==> config.mk <==
export PLATFORM = sky130hd
export DESIGN_NAME = ternary_neuron_seq
export DESIGN_NICKNAME = d
export VERILOG_FILES = /design/src/rtl/popcount_pkg.sv /design/src/rtl/popcount_chunk.sv /design/src/rtl/ternary_neuron_seq.sv
export SDC_FILE = /design/constraint.sdc
export NUM_CORES = 1
export LEC_CHECK = 0
export BUFFER_PORTS_ARGS = -buffer_cell sky130_fd_sc_hd__buf_2
export CORE_MARGIN = 5
export CORE_UTILIZATION = 40
export CTS_BUF_LIST = sky130_fd_sc_hd__clkbuf_4 sky130_fd_sc_hd__clkbuf_8
export CTS_CLUSTER_SIZE = 12
export DETAILED_ROUTE_END_ITERATION = 7
export PLACE_DENSITY = 0.72
export SKIP_LAST_GASP = 1
export SLEW_MARGIN = 40
export SYNTH_ARGS = -nofsm -noshare
export SYNTH_HDL_FRONTEND = slang
export SYNTH_SLANG_ARGS = --single-unit
==> constraint.sdc <==
create_clock -name clk -period 6.22 [get_ports clk]
set_clock_uncertainty 0.1 [all_clocks]
set_input_delay 0 -clock clk [delete_from_list [all_inputs] [get_ports clk]]
set_output_delay 0 -clock clk [all_outputs]
set_load 0.01 [all_outputs]
==> src/rtl/popcount_pkg.sv <==
// rtl/popcount_pkg.sv - shared types, activation encoding and width helper for the ternary neuron
package popcount_pkg;

  typedef logic [1:0] act_t;

  localparam act_t ACT_POS  = 2'b01;
  localparam act_t ACT_ZERO = 2'b00;
  localparam act_t ACT_NEG  = 2'b11;

  typedef enum logic [1:0] {ACCUM, DRAIN, EMIT} state_t;

  // Signed width that holds +/- chunk_w*n_beats without overflow
  function automatic int acc_width(input int chunk_w, input int n_beats);
    return $clog2(chunk_w * n_beats + 1) + 1;
  endfunction

endpackage

==> src/rtl/popcount_chunk.sv <==
// rtl/popcount_chunk.sv - combinational population count of a W-bit word
module popcount_chunk #(
  parameter int W = 24
) (
  input  logic [W-1:0]             din,
  output logic [$clog2(W+1)-1:0]   cnt
);

  localparam int CW = $clog2(W + 1);

  always_comb begin
    cnt = '0;
    for (int i = 0; i < W; i++) begin
      cnt = cnt + CW'(din[i]);
    end
  end

endmodule

==> src/rtl/ternary_neuron_seq.sv <==
// rtl/ternary_neuron_seq.sv - streamed ternary neuron: per-beat pos/neg popcount, signed accumulate, ternary activation
// Build option POPCNT_TRUNC_EN: clear bit 0 of each per-beat popcount (approximate mode)
module ternary_neuron_seq
  import popcount_pkg::*;
#(
  parameter int  CHUNK_W = 24,
  parameter int  N_BEATS = 4,
  localparam int ACC_W   = acc_width(CHUNK_W, N_BEATS)
) (
  input  logic                         clk,
  input  logic                         rst_n,
  input  logic                         in_valid,
  output logic                         in_ready,
  input  logic [CHUNK_W-1:0]           in_data,
  input  logic [CHUNK_W*N_BEATS-1:0]   pos_mask,
  input  logic [CHUNK_W*N_BEATS-1:0]   neg_mask,
  input  logic signed [ACC_W-1:0]      thr_hi,
  input  logic signed [ACC_W-1:0]      thr_lo,
  output logic                         out_valid,
  input  logic                         out_ready,
  output logic signed [ACC_W-1:0]      out_sum,
  output logic [1:0]                   out_act
);

  localparam int PW = $clog2(CHUNK_W + 1);
  localparam int BW = $clog2(N_BEATS + 1);

  state_t                   state, state_nxt;
  logic [BW-1:0]            beat_cnt;
  logic [CHUNK_W-1:0]       pos_slice, neg_slice;
  logic [PW-1:0]            p_raw, n_raw, p_val, n_val, s1_p, s1_n;
  logic                     s1_valid;
  logic signed [ACC_W-1:0]  acc, delta, acc_sum;
  logic                     accept, last_beat, out_hs;
  act_t                     act_nxt;

  assign in_ready  = (state == ACCUM);
  assign out_valid = (state == EMIT);
  assign accept    = in_valid && in_ready;
  assign out_hs    = out_valid && out_ready;
  assign last_beat = (beat_cnt == BW'(N_BEATS - 1));

  assign pos_slice = pos_mask[int'(beat_cnt)*CHUNK_W +: CHUNK_W];
  assign neg_slice = neg_mask[int'(beat_cnt)*CHUNK_W +: CHUNK_W];

  popcount_chunk #(.W(CHUNK_W)) u_pos_cnt (.din(in_data & pos_slice), .cnt(p_raw));
  popcount_chunk #(.W(CHUNK_W)) u_neg_cnt (.din(in_data & neg_slice), .cnt(n_raw));

`ifdef POPCNT_TRUNC_EN
  assign p_val = p_raw & ~PW'(1);
  assign n_val = n_raw & ~PW'(1);
`else
  assign p_val = p_raw;
  assign n_val = n_raw;
`endif

  assign delta   = $signed(ACC_W'(s1_p)) - $signed(ACC_W'(s1_n));
  assign acc_sum = s1_valid ? acc + delta : acc;

  // +1 is tested first so it wins when thr_lo > thr_hi
  always_comb begin
    act_nxt = ACT_ZERO;
    if (acc_sum > thr_hi)      act_nxt = ACT_POS;
    else if (acc_sum < thr_lo) act_nxt = ACT_NEG;
  end

  always_comb begin
    state_nxt = state;
    unique case (state)
      ACCUM:   if (accept && last_beat) state_nxt = DRAIN;
      DRAIN:   state_nxt = EMIT;
      EMIT:    if (out_hs) state_nxt = ACCUM;
      default: state_nxt = ACCUM;
    endcase
  end

  always_ff @(posedge clk or negedge rst_n) begin
    if (!rst_n) state <= ACCUM;
    else        state <= state_nxt;
  end

  always_ff @(posedge clk or negedge rst_n) begin
    if (!rst_n) begin
      beat_cnt <= '0;
      s1_valid <= 1'b0;
      s1_p     <= '0;
      s1_n     <= '0;
      acc      <= '0;
      out_sum  <= '0;
      out_act  <= ACT_ZERO;
    end else begin
      s1_valid <= accept;
      if (accept) begin
        s1_p <= p_val;
        s1_n <= n_val;
      end
      if (out_hs) begin
        beat_cnt <= '0;
        acc      <= '0;
      end else begin
        if (accept) beat_cnt <= beat_cnt + 1'b1;
        acc <= acc_sum;
      end
      // DRAIN is the cycle the last beat leaves S1; result and thresholds are captured here
      if (state == DRAIN) begin
        out_sum <= acc_sum;
        out_act <= act_nxt;
      end
    end
  end

endmodule

* Word level (Yosys, flattened, before mapping)
Index checks and enable logic that the tools add are counted.
Storage, ports and cells: output and inout bits 12, register bits 34, logic and storage cells 84
Cells by class: order comparisons 2, add/sub/neg operators 49, mux-type cells 9, shift operators 2, eq/ne operators 5, bitwise operators 2, multipliers 1, reductions and logical operators 6
Operators with widths (count):
- 5-bit by 1-bit adder with 5-bit output | 44
- 96-bit by 32-bit variable part select with 24-bit output | 1
- 96-bit by 9-bit variable part select with 24-bit output | 1
- 24-bit AND | 2
- 8-bit two-way mux | 2
- 8-bit by 6-bit adder with 8-bit output | 1
- 8-bit greater-than comparator | 1
- 8-bit less-than comparator | 1
- 2-bit two-way mux | 4
- 3-bit two-way mux | 2
- 2-bit case mux with 3 select lines | 1
- 5-bit by 5-bit subtractor with 6-bit output | 1
- 3-bit by 2-bit multiplier with 5-bit output, second input constant | 1
- 1-bit by 1-bit adder with 2-bit output | 2
- 2-bit by 1-bit != test with 1-bit output, second input constant | 2
- 3-bit by 1-bit adder with 3-bit output, second input constant | 1
- 3-bit by 2-bit equality test with 1-bit output, second input constant | 1
- 1-bit logical AND | 3
- 2-bit by 1-bit equality test with 1-bit output, second input constant | 1
- 2-bit equality test, second input constant | 1
- 2-bit zero test | 1
- 2-bit AND reduction | 1
- 2-bit nonzero test | 1

* Longest topological paths before layout
Gate-level depths: netlist of the first run.
word-level depth 26, gate-level depth with buffers 19

* Modules after synthesis
From an unflattened synthesis of the first run, not the netlist that was laid out.
Second synthesis, totals: cell total of the unflattened synthesis 496, area, all modules 4947.2 um^2
Modules (own cells, without submodules):
- ternary_neuron_seq | area each 3713.6 um^2, sequential area each 850.8 um^2, cells an instance 356, instances 1
- popcount_chunk | area each 616.8 um^2, sequential area each 0.0 um^2, cells an instance 70, instances 2

* Least setup slack after synthesis of the first run
Ideal clock, no wire load.
path type register -> register, start register beat_cnt[0], end register s1_n[4], clock period less this slack 5.659 ns, setup time 0.131 ns, required time 5.989 ns, slack 0.561 ns, data arrival time 5.427 ns, cell stages (with the launch flop) 20, path through dfrtp_1 clkbuf_1 buf_2 mux4_2 and3_1 ha_1 inv_1 fa_1 fa_1 fa_1 fa_1 inv_1 fa_1 inv_1 fa_1 inv_1 fa_1 a21o_1 a211oi_1 a21oi_1
On the way: word-level cells in the longest chain between the ends 26
Ends and longest elaborated chain:
- start: declaration | line ternary_neuron_seq.sv:29 | logic [BW-1:0] beat_cnt;
- start signal: assignment | line ternary_neuron_seq.sv:101 | if (accept) beat_cnt <= beat_cnt + 1'b1;
- 3-bit by 2-bit multiplier with 5-bit output (*) | line ternary_neuron_seq.sv:44 | assign neg_slice = neg_mask[int'(beat_cnt)*CHUNK_W +: CHUNK_W];
- 96-bit by 9-bit variable part select with 24-bit output (*) | line ternary_neuron_seq.sv:44
- 24-bit AND (*) | line ternary_neuron_seq.sv:47 | popcount_chunk #(.W(CHUNK_W)) u_neg_cnt (.din(in_data & neg_slice), .cnt(n_raw));
- 1-bit by 1-bit adder with 2-bit output | line popcount_chunk.sv:14 | cnt = cnt + CW'(din[i]);
- 5-bit by 1-bit adder with 5-bit output (21 in a row) | line popcount_chunk.sv:14
- 5-bit by 1-bit adder with 5-bit output (*) | line popcount_chunk.sv:14
- end signal: assignment | line ternary_neuron_seq.sv:95 | s1_n <= n_val;
- end: declaration | line ternary_neuron_seq.sv:31 | logic [PW-1:0] p_raw, n_raw, p_val, n_val, s1_p, s1_n;
Mark *: on every way between the ends. The rest lies on a longest branch, timed or not. A chain may end at the register's enable or synchronous reset.

* Worst setup path after layout of the first run
start register beat_cnt[0], end register s1_p[1]
On the way: word-level cells in the longest chain between the ends 26
Ends and longest elaborated chain:
- 3-bit by 2-bit multiplier with 5-bit output (*) | line ternary_neuron_seq.sv:43 | assign pos_slice = pos_mask[int'(beat_cnt)*CHUNK_W +: CHUNK_W];
- 96-bit by 32-bit variable part select with 24-bit output (*) | line ternary_neuron_seq.sv:43
- 24-bit AND (*) | line ternary_neuron_seq.sv:46 | popcount_chunk #(.W(CHUNK_W)) u_pos_cnt (.din(in_data & pos_slice), .cnt(p_raw));
- 1-bit by 1-bit adder with 2-bit output | line popcount_chunk.sv:14
- 5-bit by 1-bit adder with 5-bit output (21 in a row) | line popcount_chunk.sv:14
- 5-bit by 1-bit adder with 5-bit output (*) | line popcount_chunk.sv:14
- via p_raw[1] | line ternary_neuron_seq.sv:31
- end signal: assignment | line ternary_neuron_seq.sv:94 | s1_p <= p_val;
- end: declaration | line ternary_neuron_seq.sv:31
The timed path passes the listed nets; every way through them passes the cells marked *.

==> results of run 1 <==
## per-stage QoR
stage / cell area [um2] / hold slack [ns] / std cells / util, % / setup WS (ns)
finish: 6300 / 0.0987 / 867 / 52.9 / 0.655
global route: 6300 / 0.154 / 867 / 52.9 / 0.385
detailed placement: 6170 / 0.00973 / 855 / 51.8 / 0.606
floorplan: 4800 / -0.396 / 477 / - / 0.561
CTS: 6290 / 0.233 / 866 / 52.8 / 0.609
global placement: 6170 / 0.00627 / 855 / 51.8 / 0.691
## cell families after synthesis
family | share of synthesized area [%]
mux | 23.6
simple gates | 13.5
xor+xnor | 2.19
fa+ha+maj | 26.7
buf+inv | 7.90
compound gates | 8.39
flops | 17.7
## how the worst max path moves through the flow
| stage | cells past startpoint | start | end | slack [ns] |
|---|---|---|---|---|
| 2_1_floorplan | 19 | beat_cnt[0] | s1_n[4] | 0.56 |
| 5_1_grt | 16 | beat_cnt[0] | s1_n[4] | 0.39 |
| 3_3_place_gp | 16 | beat_cnt[0] | s1_n[4] | 0.69 |
| 6_report | 16 | beat_cnt[0] | s1_p[1] | 0.65 |
| 3_5_place_dp | 16 | beat_cnt[0] | s1_n[4] | 0.61 |
| 4_1_cts | 16 | beat_cnt[0] | s1_n[4] | 0.61 |
## repair_timing
action / CTS / global route
buffers inserted: 0 / 0
hold endpoints to repair: 36 / 0
hold buffers: 3 / 0
## final cells by class
class	instances	share of cell area, %
Multi-Input combinational cell	345	56.7
Timing Repair Buffer	254	20.6
Sequential cell	34	13.6
Inverter	78	4.65
Tap cell	147	2.92
Clock buffer	6	1.31
Clock inverter	2	0.199
Antenna cell	1	0.0397
## sequential cells by signal, summed over array words and instances, names as in the netlist
name      cells
state         2
out_sum       8
s1_p          5
beat_cnt      3
s1_n          5
s1_valid      1
out_act       2
acc           8
## cell usage in the layout (no fill, tap or decap), drive strengths merged, types with 21 or more instances in the layout
cell type,netlist,layout
o21ai,22,22
nor2,23,23
mux4,48,48
buf,8,251
nor2b,21,21
ha,45,45
fa,36,36
dfrtp,34,34
nand2,63,63
inv,78,78
## critical path: cells and delay by family, from the launching register on
kind	cells	cell delay [ns]
and+or+nand+nor	3	0.32
DFF	1	0.49
buffers and inverters	4	0.25
adders and majority gates	8	3.77
muxes	1	0.52
## metal layers
layer,vias to the layer above,GRT usage [%],share of wire (%)
met2,157,38.0,56
li1,2116,-,-
met4,0,5.44,1.7
met3,20,3.58,6.5
met1,2147,21.5,35
met5,-,0,0
==> results.ini, run 1 <==
[outcome]
outcome = finished clean

[worst_setup_path]
r2r-start = beat_cnt[0]
cp_max_fo = 7
crit_path_top_delay_cell = fa_1
critPathKind = reg -> reg
worstSetupStartpointType = register
max_stage_delay_ns = 0.55
worstPathArrival_ns = 5.65
r2r.worst_path.cells = 16
worst-endpoint-required_ns = 6.30
crit-reg2reg-capture = s1_p[1]
worstPathCellList = mux4_2 > and3_1 > ha_1 > inv_1 > fa_1 > fa_1 > fa_1 > fa_1 > inv_1 > fa_1 > inv_1 > fa_1 > inv_1 > fa_1 > nand2_1 > nand2_1
path_common_cell = fa_1
r2r_setup_slack_ns = 0.65
critical_path.endpoint_type = register

[sta]
fin_setup_tns_ns = 0
max_freq_mhz = 180
report.final.slew_viol_count = 0
timing.max_slew.rel_slack_pct = 62.1
rsz0062_at_grt = false
worstMarginPinSlew_ns = 0.568
timing.final.setup_violations = 0
period_minus_ws_final_ns = 5.57
period_share_pct = 89.5
report.final.hold_viol_count = 0

[logic_synthesis]
mappedNetlistNets = 794
synthFlopType = dfrtp_1
most_used_standard_cells_in_the_synthesized_netlist = inv_1 (78), nand2_1 (63), mux4_2 (48)
synth-seq-cells = 34
avgSynthCellArea_um2 = 10.1
synth.distinct_cells = 42
synthesis.area_um2 = 4800
postSynth.asyncResetShare_pct = 100
synth_sequential_area_ratio_pct = 17.7
synth_top_area_cell = mux4_2
yosysWarnings = 0
postSynthCellCount = 477
synth.top_cells.by_area = mux4_2 (23%), dfrtp_1 (18%), fa_1 (15%)
synth_edf_count = 0
synth.top_cell.area_share_pct = 22.5
synth_most_common_cell = inv_1

[floorplan]
std_cell_rows = 40
floorplan.io_pins = 248
placeable_core_area_um2 = 11900
floorplan.initialDensity_pct = 40.3
die_height_um = 120
design.die.area_um2 = 14300
die_w_um = 120

[job]
max-cap-violations = 0

[route]
detail_route.wirelength_mm = 14.2
vias = 4440
drc_errors = 0
avgRoutedWirePerCell_um = 16.4
detail-route-antenna-nets = 0
drtIter0Drc = 119
detail_route.vias_per_cell = 5.12
detailedRoute.firstPassIterationCount = 4

[clocking]
clock_buffers_created_by_tritoncts = 5
cts.root.buffer_cell = clkbuf_8
htree_num_levels = 2
clock_tree_from_tritoncts = done
buffer_depth_of_the_longest_clock_path = 2
insertion_delay_ns = 0.28
clock_sink_count = 34
cts_resized = 0
path_clk_slew_ns = 0.07

[global_route]
global_route.overflow_total = 0
grt_use_total_pct = 19.5
antenna_violations_before_repair = 1
pin_count_of_the_biggest_net_entering_global_routing = 45
first_global_vias = 4915
wire_length_of_the_first_global_routing_pass_mm = 22.5

[worst_hold_path]
holdCritPathClass = in -> async

[place]
gpl.final_weighted_congestion = 0.910
port-buffer-count = 247
place_hpwl_mm = 13.0

[final_layout]
finalNetCount = 1035
area_growth_syn_to_layout_pct = 31.2
area.sequential_um2 = 856
drive_above_1_share_pct = 44.1
area_of_combinational_cells_with_multiple_inputs_um2 = 3570
fill_cells = 1122

Power of run 1 is left out: the tool's default activity adds up to more than one toggle a clock period on the data nets, which glitch-free logic cannot reach.
==> run 2, diff against run 1 <==
REMOVE_ABC_BUFFERS = 1   (was default)
==> run 2 against run 1 <==
Net effect:
- worst setup slack worse by 0.18 ns
- critical path type unchanged
- die area unchanged
- critical path depth unchanged
- wire length down 3.7%
==> results.ini, run 2 (same netlist as run 1, synthesis figures left out) <==
[worst_setup_path]
max_stage_delay_ns = 0.63  ; was 0.55 ns
crit_path_top_delay_cell = dfrtp_4  ; was fa_1
critical_path.endpoint_type = register  ; unchanged
critPathKind = reg -> reg  ; unchanged
worst-endpoint-required_ns = 6.30  ; about the same
critPathBufInv = 4  ; unchanged
cpLargestDelayFamily = adder cells  ; unchanged
worstSetupStartpointType = register  ; unchanged
worstPathArrival_ns = 5.82  ; was 5.65 ns
worstPathCellList = mux4_2 > and3_1 > ha_1 > inv_1 > fa_1 > fa_1 > fa_1 > fa_1 > inv_1 > fa_1 > inv_1 > fa_1 > inv_1 > fa_1 > nand2_1 > nand2_1  ; unchanged
cp_max_fo = 18  ; was 7
path_common_cell = fa_1  ; unchanged

[clocking]
insertion_delay_ns = 0.29  ; was 0.28 ns
cts.root.buffer_cell = clkbuf_8  ; unchanged
path_clk_slew_ns = 0.07  ; about the same
htree_num_levels = 2  ; unchanged
buffer_depth_of_the_longest_clock_path = 2  ; unchanged
cts_resized = 0  ; unchanged
clock_buffers_created_by_tritoncts = 5  ; unchanged
cts.repair_timing.setup_buffer_count = 0  ; unchanged
cts_hold_repair.buffers = 3  ; unchanged
clock_tree_from_tritoncts = done  ; unchanged
clock_sink_count = 34  ; unchanged

[sta]
worst_hold_slack_ns = 0.0996  ; was 0.0987 ns
max_freq_mhz = 174  ; was 180 MHz
worstMarginPinSlew_ns = 0.550  ; was 0.568 ns
timing.max_slew.rel_slack_pct = 63.3  ; was 62.1%
timing.final.setup_violations = 0  ; unchanged
period_minus_ws_final_ns = 5.75  ; was 5.57 ns
report.final.slew_viol_count = 0  ; unchanged
rsz0062_at_grt = false  ; unchanged
period_share_pct = 92.4  ; was 89.5%
report.final.hold_viol_count = 0  ; unchanged

[route]
avgRoutedWirePerCell_um = 15.8  ; was 16.4 um
drtIter0Drc = 148  ; was 119
route.top_layer_used = met5  ; was met4
detail-route-antenna-nets = 0  ; unchanged
detail_route.wirelength_mm = 13.7  ; was 14.2 mm
vias = 4450  ; was 4,440
drc_errors = 0  ; unchanged
met3RoutedLength_um = 829  ; was 923 um
detailedRoute.firstPassIterationCount = 4  ; unchanged
met1Wirelength_mm = 4.70  ; was 5.01 mm
wl_met2_mm = 7.72  ; was 8.03 mm
detail_route.vias_per_cell = 5.13  ; was 5.12

[global_route]
global_route.overflow_total = 0  ; unchanged
pin_count_of_the_biggest_net_entering_global_routing = 35  ; was 45
first_global_vias = 5032  ; was 4,915
wire_length_of_the_first_global_routing_pass_mm = 22.3  ; was 22.5 mm
grt_use_total_pct = 19.1  ; was 19.5%
antenna_violations_before_repair = 3  ; was 1

[final_layout]
fill_cells = 1101  ; was 1,122
area_growth_syn_to_layout_pct = 31.3  ; was 31.2%
biggest_regs = acc x8, out_sum x8  ; unchanged
drive_above_1_share_pct = 44.1  ; unchanged
finalNonFillerCells = 868  ; was 867
mostFrequentLayoutCells = buf_2 (246), inv_1 (78), nand2_1 (63)  ; unchanged
layout_commonest_cell = buf_2  ; unchanged
finalNetCount = 1035  ; unchanged

[floorplan]
die_height_um = 120  ; unchanged
placeable_core_area_um2 = 11900  ; unchanged
floorplan.io_pins = 248  ; unchanged
design.die.area_um2 = 14300  ; unchanged
floorplan.initialDensity_pct = 40.3  ; unchanged
die_w_um = 120  ; unchanged
std_cell_rows = 40  ; unchanged

[place]
gpl.final_weighted_congestion = 0.925  ; was 0.910
place_hpwl_mm = 12.4  ; was 13.0 mm
numPlacedInstances = 855  ; unchanged
port-buffer-count = 247  ; unchanged

[worst_hold_path]
holdCritPathClass = in -> async  ; unchanged

[job]
max-cap-violations = 0  ; unchanged

[outcome]
outcome = finished clean  ; unchanged

-- run 2: cell count changes in the layout (fill, tap and decap cells not counted), sizes merged --
cell	delta
clkbuf	+1
clkinvlp	-1
diode	+1
-- run 2: worst paths after layout --
check / start / endpoint / depth (start not counted) / slack [ns]
worst max-delay path: beat_cnt[0] / s1_p[1] / 16 / 0.47
worst min-delay path: rst_n / out_sum[7] / 2 / 0.1
worst max register to register: beat_cnt[0] / s1_p[1] / 16 / 0.47
worst min register to register: out_sum[2] / out_sum[2] / 2 / 0.39
max in group asynchronous: rst_n / beat_cnt[0] / 2 / 5.57
min in group clk: in_data[3] / s1_n[0] / 5 / 0.19
-- run 2: worst register-to-register path, stage by stage (launching register included) --
cell and delay, ns:
dfrtp_4 0.63, mux4_2 0.55, and3_1 0.20, ha_1 0.27, inv_1 0.05, fa_1 0.54
fa_1 0.53, fa_1 0.53, fa_1 0.55, inv_1 0.06, fa_1 0.53, inv_1 0.05
fa_1 0.40, inv_1 0.10, fa_1 0.42, nand2_1 0.07, nand2_1 0.06
-- run 2: area by class of cell --
class / instances / area, um2 / share of cell area (%)
inverters: 78 / 293 / 4.65
multi-input cells: 345 / 3570 / 56.7
flip-flops and latches: 34 / 856 / 13.6
repair buffers: 254 / 1300 / 20.6
well taps: 147 / 184 / 2.92
clock buffers: 7 / 90.1 / 1.43
clock inverters: 1 / 5.00 / 0.0794
diodes: 2 / 5.00 / 0.0794
-- run 2: layer usage --
layer | global-route usage (%) | vias to the layer above
met5 | 0 | -
met4 | 5.51 | 2
met3 | 4.76 | 32
met2 | 38.0 | 157
met1 | 19.4 | 2136
li1 | - | 2123
-- run 2: stage by stage --
stage / instance area (um2) / util [%] / worst slack [ns] / TNS (ns)
5_1_grt: 6300 / 52.9 / 0.197 / 0
3_5_place_dp: 6170 / 51.8 / 0.428 / 0
6_report: 6300 / 52.9 / 0.473 / 0
3_3_place_gp: 6170 / 51.8 / 0.559 / 0
2_1_floorplan: 4710 / - / -0.850 / -6.93
4_1_cts: 6290 / 52.8 / 0.434 / 0
Power of run 2 is left out for the same reason.
==> run 3, diff against run 2 <==
BUFFER_PORTS_ARGS = -buffer_cell sky130_fd_sc_hd__buf_4   (was -buffer_cell sky130_fd_sc_hd__buf_2)
CORE_UTILIZATION = 48   (was 40)
PLACE_DENSITY = 0.84   (was 0.72)
==> run 3 against run 2 <==
Net effect:
- critical path depth up 1
- fmax up 1.3%
- non-clock buffer count unchanged
- first-iteration DRC count up 36%
- worst setup slack better by 0.076 ns
- cell count down 1.8%
- critical path type unchanged
- critical endpoint is now s1_n[4]
==> results.ini, run 3 (same netlist as run 1, synthesis figures left out) <==
[outcome]
outcome = finished clean  ; unchanged

[global_route]
wire_length_of_the_first_global_routing_pass_mm = 24.8  ; was 22.3 mm
global_route.overflow_total = 0  ; unchanged
grt_use_total_pct = 26.9  ; was 19.1%
pin_count_of_the_biggest_net_entering_global_routing = 47  ; was 35
antenna_violations_before_repair = 0  ; was 3
first_global_vias = 5130  ; was 5,032

[place]
port-buffer-count = 247  ; unchanged
postPlaceCellArea_um2 = 6770  ; was 6170 um2
place_hpwl_mm = 14.0  ; was 12.4 mm
gpl.final_weighted_congestion = 0.883  ; was 0.925
dp_worst_setup_slack_ns = 0.563  ; was 0.428 ns

[worst_setup_path]
worst-endpoint-required_ns = 6.28  ; was 6.30 ns
cp_max_fo = 6  ; was 18
worstSetupStartpointType = register  ; unchanged
r2r-start = beat_cnt[0]  ; unchanged
critPathKind = reg -> reg  ; unchanged
worstSetupStartpoint = beat_cnt[0]  ; unchanged
critPathCapture = s1_n[4]  ; was s1_p[1]
crit-reg2reg-capture = s1_n[4]  ; was s1_p[1]
worstPathArrival_ns = 5.73  ; was 5.82 ns
r2r.worst_path.cells = 17  ; was 16
r2r_setup_slack_ns = 0.55  ; was 0.47 ns
critical_path.endpoint_type = register  ; unchanged

[final_layout]
layout.cell_area.non_filler_um2 = 6940  ; was 6300 um2
insertedDiodeCount = 0  ; was 2
area_growth_syn_to_layout_pct = 44.5  ; was 31.3%
biggest_regs = acc x8, out_sum x8  ; unchanged
mostFrequentLayoutCells = buf_4 (251), inv_1 (78), nand2_1 (63)  ; was buf_2 (246), inv_1 (78), nand2_1 (63)
layout_commonest_cell = buf_4  ; was buf_2
drive_above_1_share_pct = 44.1  ; unchanged
finalNetCount = 1035  ; unchanged

[route]
detailedRoute.firstPassIterationCount = 4  ; unchanged
avgRoutedWirePerCell_um = 18.7  ; was 15.8 um
vias = 4557  ; was 4,450
detail_route.wirelength_mm = 15.9  ; was 13.7 mm
detail-route-antenna-nets = 0  ; unchanged
detail_route.vias_per_cell = 5.35  ; was 5.13
drc_errors = 0  ; unchanged
drtIter0Drc = 201  ; was 148

[clocking]
path_clk_slew_ns = 0.08  ; was 0.07 ns
clock_sink_count = 34  ; unchanged
clock_tree_from_tritoncts = done  ; unchanged
buffer_depth_of_the_longest_clock_path = 2  ; unchanged
htree_num_levels = 2  ; unchanged
cts.root.buffer_cell = clkbuf_8  ; unchanged
clock_buffers_created_by_tritoncts = 5  ; unchanged
cts.repair_timing.setup_buffer_count = 0  ; unchanged
cts_resized = 0  ; unchanged
insertion_delay_ns = 0.29  ; about the same

[sta]
report.final.slew_viol_count = 0  ; unchanged
worst_hold_slack_ns = 0.0855  ; was 0.0996 ns
max_freq_mhz = 176  ; was 174 MHz
timing.final.setup_violations = 0  ; unchanged
period_minus_ws_final_ns = 5.67  ; was 5.75 ns
post-route-worst-setup-slack_ns = 0.549  ; was 0.473 ns
worstMarginPinSlew_ns = 0.614  ; was 0.550 ns
period_share_pct = 91.2  ; was 92.4%
report.final.hold_viol_count = 0  ; unchanged
rsz0062_at_grt = false  ; unchanged
fin_setup_tns_ns = 0  ; unchanged
timing.max_slew.rel_slack_pct = 59.1  ; was 63.3%

[worst_hold_path]
holdCritPathClass = in -> async  ; unchanged

[job]
max-cap-violations = 0  ; unchanged

[floorplan]
die_height_um = 110  ; was 120 um
floorplan.io_pins = 248  ; unchanged
placeable_core_area_um2 = 9770  ; was 11,900 um2
die_w_um = 110  ; was 120 um
floorplan.initialDensity_pct = 49.1  ; was 40.3%
design.die.area_um2 = 12100  ; was 14,300 um2
std_cell_rows = 36  ; was 40

==> run 3: cell types whose count changed in the layout (fill, tap and decap cells not counted), sizes merged <==
cell	delta
bufinv	+2
diode	-2
clkbuf	-2
==> run 3: what timing repair did <==
| action | CTS | global route |
|---|---|---|
| endpoints found under the setup margin | 0 | 0 |
| hold endpoints to repair | 36 | 0 |
| hold buffers | 3 | 0 |
==> run 3: layout make-up <==
| class | count | area (um2) |
|---|---|---|
| clock buffer | 5 | 68.8 |
| clock inverter | 3 | 68.8 |
| fill | 741 | 2840 |
| inverter | 78 | 293 |
| multi-input combinational | 345 | 3570 |
| sequential | 34 | 856 |
| tap | 133 | 166 |
| timing repair buffer | 254 | 1910 |
==> run 3: stage by stage <==
stage	util (%)	instances
6_report	71.0	852
3_5_place_dp	69.3	841
3_3_place_gp	69.3	841
5_1_grt	71.0	852
2_1_floorplan	-	457
4_1_cts	71.0	852
==> run 3: worst min path at each step <==
stage | from | cells past startpoint | slack (ns) | to
after global placement | rst_n | 1 | -0.13 | acc[0]
after floorplan | rst_n | 0 | -0.40 | acc[0]
final | rst_n | 2 | 0.09 | s1_p[0]
after CTS | rst_n | 2 | 0.11 | s1_valid
after global routing | rst_n | 2 | 0.15 | s1_p[0]
after detailed placement | rst_n | 1 | -0.12 | acc[0]
==> run 3: routing by layer <==
| layer | wire, um | global-route usage, % |
|---|---|---|
| met1 | 5810 | 30.9 |
| met4 | 351 | 7.66 |
| met3 | 993 | 5.01 |
| met2 | 8770 | 50.5 |
| met5 | 0 | 0 |
==> run 3: worst max-delay path, stage by stage, from the launching register on <==
cell and delay (ns):
dfrtp_4 0.47, mux4_2 0.51, and3_1 0.20, ha_1 0.28, inv_1 0.06, fa_1 0.50
fa_1 0.54, fa_1 0.52, fa_1 0.56, inv_1 0.07, fa_1 0.49, inv_1 0.09
fa_1 0.17, inv_1 0.06, fa_1 0.40, a21o_1 0.19, a211oi_1 0.25, a21oi_1 0.07
Power of run 3 is left out for the same reason.
